`src/rtl/keypad_entry_encoder.sv`:
```
// keypad_entry_encoder
// Turns a raw, bouncing enter button and 4-bit digit switches into clean
// single-cycle entry pulses. Each pulse carries a latched digit. The block
// also tracks the position within an NUM_DIGITS-long code.
//
// Optional feature, enabled by defining ENTRY_TIMEOUT_EN: a partly entered
// code is abandoned after TIMEOUT_CYCLES idle cycles.
//
// Ports
//   clk_i          system clock
//   rst_ni         asynchronous active-low reset
//   button_i       raw enter button, active-high, asynchronous
//   digit_sw_i     raw digit switches, asynchronous, quasi-static
//   clear_i        synchronous clear of the code position
//   entry_o        one-cycle pulse per accepted press
//   digit_o        digit captured with the latest entry_o
//   digit_index_o  index of the digit the next press will fill
//   last_digit_o   pulse with entry_o when the filled index was NUM_DIGITS-1
//   timeout_o      one-cycle pulse on idle timeout (0 without ENTRY_TIMEOUT_EN)
//
// state      | meaning
// IDLE       | button released and stable
// PRESS_DB   | button seen high, counting stable high samples
// HELD       | press accepted, waiting for release
// RELEASE_DB | button seen low, counting stable low samples
module keypad_entry_encoder #(
  parameter int unsigned DEBOUNCE_CYCLES = 500000,
  parameter int unsigned NUM_DIGITS      = 6,
  parameter int unsigned TIMEOUT_CYCLES  = 250000000
) (
  input  logic                          clk_i,
  input  logic                          rst_ni,
  input  logic                          button_i,
  input  logic [3:0]                    digit_sw_i,
  input  logic                          clear_i,
  output logic                          entry_o,
  output logic [3:0]                    digit_o,
  output logic [$clog2(NUM_DIGITS)-1:0] digit_index_o,
  output logic                          last_digit_o,
  output logic                          timeout_o
);

  localparam int unsigned IDX_W = $clog2(NUM_DIGITS);
  localparam int unsigned CNT_W = $clog2(DEBOUNCE_CYCLES);
  localparam logic [CNT_W-1:0] CNT_LAST = CNT_W'(DEBOUNCE_CYCLES - 1);
  localparam logic [IDX_W-1:0] IDX_LAST = IDX_W'(NUM_DIGITS - 1);

  typedef enum logic [1:0] {IDLE, PRESS_DB, HELD, RELEASE_DB} state_t;

  state_t           state_q, state_d;
  logic [CNT_W-1:0] cnt_q, cnt_d;
  logic             accept;
  logic             timeout_hit;

  logic             btn_q1, btn_s;
  logic [3:0]       dig_q1, dig_s;

  always_ff @(posedge clk_i or negedge rst_ni) begin
    if (!rst_ni) begin
      btn_q1 <= 1'b0;
      btn_s  <= 1'b0;
      dig_q1 <= 4'h0;
      dig_s  <= 4'h0;
    end else begin
      btn_q1 <= button_i;
      btn_s  <= btn_q1;
      dig_q1 <= digit_sw_i;
      dig_s  <= dig_q1;
    end
  end

  always_ff @(posedge clk_i or negedge rst_ni) begin
    if (!rst_ni) begin
      state_q <= IDLE;
      cnt_q   <= '0;
    end else begin
      state_q <= state_d;
      cnt_q   <= cnt_d;
    end
  end

  // The cycle that leaves IDLE/HELD already counts as the first stable sample,
  // which is why the counter is loaded with 1 on entry to a debounce state.
  always_comb begin
    state_d = state_q;
    cnt_d   = cnt_q;
    accept  = 1'b0;
    unique case (state_q)
      IDLE: begin
        if (btn_s) begin
          state_d = PRESS_DB;
          cnt_d   = CNT_W'(1);
        end
      end
      PRESS_DB: begin
        if (!btn_s) begin
          state_d = IDLE;
          cnt_d   = '0;
        end else if (cnt_q == CNT_LAST) begin
          state_d = HELD;
          cnt_d   = '0;
          accept  = 1'b1;
        end else begin
          cnt_d = cnt_q + CNT_W'(1);
        end
      end
      HELD: begin
        if (!btn_s) begin
          state_d = RELEASE_DB;
          cnt_d   = CNT_W'(1);
        end
      end
      RELEASE_DB: begin
        if (btn_s) begin
          state_d = HELD;
          cnt_d   = '0;
        end else if (cnt_q == CNT_LAST) begin
          state_d = IDLE;
          cnt_d   = '0;
        end else begin
          cnt_d = cnt_q + CNT_W'(1);
        end
      end
      default: begin
        state_d = IDLE;
        cnt_d   = '0;
      end
    endcase
  end

  // An accept always produces a pulse. A clear in the same cycle still resets
  // the position and suppresses last_digit_o.
  always_ff @(posedge clk_i or negedge rst_ni) begin
    if (!rst_ni) begin
      entry_o       <= 1'b0;
      digit_o       <= 4'h0;
      digit_index_o <= '0;
      last_digit_o  <= 1'b0;
    end else begin
      entry_o      <= accept;
      last_digit_o <= 1'b0;
      if (accept) begin
        digit_o <= dig_s;
        if (clear_i) begin
          digit_index_o <= '0;
        end else if (digit_index_o == IDX_LAST) begin
          digit_index_o <= '0;
          last_digit_o  <= 1'b1;
        end else begin
          digit_index_o <= digit_index_o + IDX_W'(1);
        end
      end else if (clear_i || timeout_hit) begin
        digit_index_o <= '0;
      end
    end
  end

`ifdef ENTRY_TIMEOUT_EN
  localparam int unsigned TO_W = $clog2(TIMEOUT_CYCLES);

  logic [TO_W-1:0] idle_q;

  // An entry or a clear in the same cycle takes precedence over the timeout.
  assign timeout_hit = !accept && !clear_i && (digit_index_o != '0) &&
                       (idle_q == TO_W'(TIMEOUT_CYCLES - 1));

  always_ff @(posedge clk_i or negedge rst_ni) begin
    if (!rst_ni) begin
      idle_q    <= '0;
      timeout_o <= 1'b0;
    end else begin
      timeout_o <= timeout_hit;
      if (accept || clear_i || timeout_hit) begin
        idle_q <= '0;
      end else if (digit_index_o != '0) begin
        idle_q <= idle_q + TO_W'(1);
      end
    end
  end
`else
  // TIMEOUT_CYCLES only has a meaning when the timeout is built in.
  logic unused_timeout_cfg;
  assign unused_timeout_cfg = ^TIMEOUT_CYCLES;
  assign timeout_hit        = 1'b0;
  assign timeout_o          = 1'b0;
`endif

endmodule

```
`config.mk`:
```
export PLATFORM = sky130hd
export DESIGN_NAME = keypad_entry_encoder
export DESIGN_NICKNAME = d
export VERILOG_FILES = /design/src/rtl/keypad_entry_encoder.sv
export SDC_FILE = /design/constraint.sdc
export NUM_CORES = 1
export LEC_CHECK = 0
export CAP_MARGIN = 0
export CORE_AREA = 5 5 64 66
export DETAILED_ROUTE_END_ITERATION = 10
export DIE_AREA = 0 0 69 71
export PLACE_DENSITY = 0.72
export SYNTH_ARGS = -nofsm -noshare
export SYNTH_HDL_FRONTEND = slang
export SYNTH_SLANG_ARGS = --single-unit
```
`constraint.sdc`:
```
create_clock -name clk_i -period 2.37 [get_ports clk_i]
set_input_delay 0.711 -clock clk_i [delete_from_list [all_inputs] [get_ports clk_i]]
set_output_delay 0.711 -clock clk_i [all_outputs]
set_load 0.01 [all_outputs]
```
==> results.py <==
metrics = {
    "outcome": {
        "status": "finished clean",
    },
    "logic_synthesis": {
        "synth_area_um2": 1840,
        "netlist_instances": 162,
        "synth_seq_area_share_pct": 54.5,
        "synthArstFlopShare_pct": 100,
        "netlist.area_leader.share_pct": 54.5,
        "avgSynthCellArea_um2": 11.3,
        "post-synth-top-area-cell": "dfrtp_1",
        "ys_types": 49,
        "synth_fp_nets": 171,
        "synth_edf_count": 0,
        "yosys_most_used_dff": "dfrtp_1",
        "yosys_warnings": 0,
        "ys_ff_latch": 40,
        "ys_top_cells_by_area": "dfrtp_1 55%, a31oi_1 3.7%, mux2_2 3.1%",
    },
    "grt": {
        "grt_pass1_vias": 1370,
        "grt_overflow": 0,
        "antenna_found_initial": 0,
        "grt_max_degree": 29,
        "grt_pass1_wl_mm": 6.15,
        "grt_use_total_pct": 15.7,
    },
    "finish": {
        "diodes": 0,
        "drive_above_1_share_pct": 17.5,
        "area_delta_synth_final_pct": 15.6,
        "fillers": 313,
        "fin_cells": 231,
        "final_net_count": 192,
    },
    "timing": {
        "rsz0062_at_grt": "no",
        "setup_viol": 0,
        "slew_viol_final": 0,
        "slew_headroom_pct": 50.7,
        "finClkSkew_ns": 0.00870,
        "finalCritPeriodShare_pct": 89.2,
        "finalSetupTns_ns": 0,
        "period_needed_ns": 2.11,
        "final_hold_viol_count": 0,
        "tightest_slew_ns": 0.737,
        "max_freq_mhz": 473,
    },
    "routing": {
        "vias_per_cell": 5.68,
        "vias": 1312,
        "postRouteAntennaNets": 0,
        "totalWireLength_mm": 3.45,
        "remaining_drc_errors": 0,
        "drtIter0Drc": 57,
        "wire_per_inst_um": 14.9,
        "firstDrtPassIters": 4,
    },
    "clock_network": {
        "cts.path.max_buffers": 2,
        "cts_tree": "yes",
        "htree_levels": 2,
        "cts_setup_buffers": 0,
        "cts.clk_slew.worst_paths_ns": 0.12,
        "cts_buffers": 5,
        "clock-root-buffer": "clkbuf_4",
        "clock_latency_ns": 0.35,
        "hold_buffers": 0,
        "cts_sinks": 40,
        "postCtsResizedCells": 0,
    },
    "floorplan": {
        "num_rows": 22,
        "start_util_pct": 52.1,
        "dieArea_um2": 4900,
        "io_pins": 18,
        "die_y_um": 71,
        "core-area_um2": 3520,
        "die_w_um": 69,
    },
    "worst_setup_path": {
        "cpMaxStageDelayCell": "o211a_1",
        "startpoint_type": "register",
        "r2r_setup_slack_ns": 0.26,
        "setup.worst_path.start": "cnt_q[0]$_DFFE_PN0P_",
        "crit_required_ns": 2.60,
        "criticalPathCategory": "reg2reg",
        "reg2reg_to": "cnt_q[5]$_DFFE_PN0P_",
        "critPathCapture": "cnt_q[5]$_DFFE_PN0P_",
        "slowest_delay_ns": 0.45,
        "r2r_cells": 7,
        "worstPathMaxFanout": 16,
        "arrival_ns": 2.35,
        "crit_top_cell": "a31oi_1",
        "r2r-start": "cnt_q[0]$_DFFE_PN0P_",
        "worstPathCellList": "ha_1, and4_4, nand4_2, o211a_1, buf_4, a31oi_1, a31oi_1",
        "worstSetupEndpointType": "register",
    },
    "placement": {
        "place_inst": 224,
        "portBuffers": 16,
        "hpwl_mm": 2.51,
        "gp_routability_congestion": 0.871,
    },
    "power": {
        "p_comb_share_pct": 24.1,
        "p_leak_nw": 0.925,
        "pwr-share-clk_pct": 30.9,
        "p_int_w": 0.00122,
        "power_density_nw_per_um2": 821,
        "p_sw_w": 0.000524,
        "p_sw_share_pct": 30.1,
        "p_seq_share_pct": 45.0,
        "peakVddDrop_uv": 571,
    },
    "run": {
        "maxCapViolCount": 0,
    },
    "worst_hold_path": {
        "min_path_type": "in2async",
    },
}
==> state kept, by name, summed over array words and instances (netlist names), named ones only <==
register       flops
btn_q1             1
btn_s              1
cnt_q             19
dig_q1             4
dig_s              4
digit_index_o      3
digit_o            4
entry_o            1
last_digit_o       1
state_q            1
==> worst min path at each step <==
stage	depth (start not counted)	end	slack (ns)
6_report	1	digit_o[0]$_DFFE_PN0P_	0.34
5_1_grt	0	dig_s[3]$_DFF_PN0_	0.38
4_1_cts	0	dig_s[0]$_DFF_PN0_	0.36
3_5_place_dp	0	dig_s[0]$_DFF_PN0_	0.34
3_3_place_gp	0	dig_s[0]$_DFF_PN0_	0.33
2_1_floorplan	0	btn_s$_DFF_PN0_	0.33
==> critical path: cells and delay by family (launching register included) <==
kind	cells	cell delay (ns)
adder cells (fa/ha/maj)	1	0.23
AND/OR/NAND/NOR	2	0.43
AO/OA/AOI/OAI	3	0.66
flip-flops	1	0.42
buffers and inverters	1	0.25
==> power groups by stage <==
stage | Clock, W | Combinational, W | Sequential [W]
finish | 0.000538 | 0.000421 | 0.000784
global route | 0.000582 | 0.000468 | 0.000795
CTS | 0.000546 | 0.000418 | 0.000783
detailed placement | 0 | 0.000416 | 0.000797
global placement | 0 | 0.000405 | 0.000793
floorplan | 0 | 0.000371 | 0.000775
==> synthesized netlist by cell type (3+ instances only) <==
cell type  number
o21ai_0        10
a21o_1          3
nor2_1          5
a21oi_1         9
nand4_1         5
nand3_1         6
nor3_1          4
dfrtp_1        40
inv_1           4
clkbuf_1        4
xor2_1          3
mux2_2          5
or3_1           3
a31oi_1        11
and2_1          3
nand2_1        11
==> logic make-up after synthesis <==
group / synth area share (%)
compound gates: 13.9
xor+xnor: 1.91
fa+ha+maj: 0.682
buf+inv: 4.70
flops: 54.5
mux: 4.98
other cells: 0.204
simple gates: 19.1
==> metal layers <==
layer	track usage, %	up-vias	part of all wire [%]
met5	0	-	0
met4	8.24	0	2.3
met3	5.40	8	4.8
met2	26.1	34	51
met1	17.9	641	42
li1	-	629	-
==> stage by stage <==
step | power [W] | setup WS (ns) | hold slack [ns] | util (%) | cell area, um2
after global placement | 0.00120 | 0.355 | 0.332 | 57.5 | 2020
after floorplan | 0.00115 | 0.389 | 0.331 | - | 1840
after CTS | 0.00175 | 0.282 | 0.363 | 60.2 | 2120
after global routing | 0.00184 | 0.122 | 0.377 | 60.2 | 2120
final | 0.00174 | 0.255 | 0.344 | 60.2 | 2120
after detailed placement | 0.00121 | 0.300 | 0.336 | 57.5 | 2020
==> cells in the final DEF, fill, tap and decap left out, types with 4 or more instances in the layout <==
cell type | synthesis | layout
dfrtp_1 | 40 | 40
nor3_1 | 4 | 4
nand4_1 | 5 | 5
buf_4 | 1 | 6
mux2_2 | 5 | 5
o21ai_0 | 10 | 10
nand3_1 | 6 | 6
inv_1 | 4 | 4
a21oi_1 | 9 | 9
a31oi_1 | 11 | 11
nand2_1 | 11 | 11
nor2_1 | 5 | 5
clkbuf_4 | 0 | 5
clkdlybuf4s50_1 | 0 | 15
==> final cells by class <==
cell class,instances,area (um2),share of cell area [%]
Sequential cell,40,1000,47.2
Clock inverter,2,60.1,2.83
Timing Repair Buffer,22,200,9.43
Multi-Input combinational cell,110,748,35.3
Inverter,4,15.0,0.708
Tap cell,48,60.1,2.83
Clock buffer,5,37.5,1.77
No activity file was read; power rests on OpenSTA's default activity.
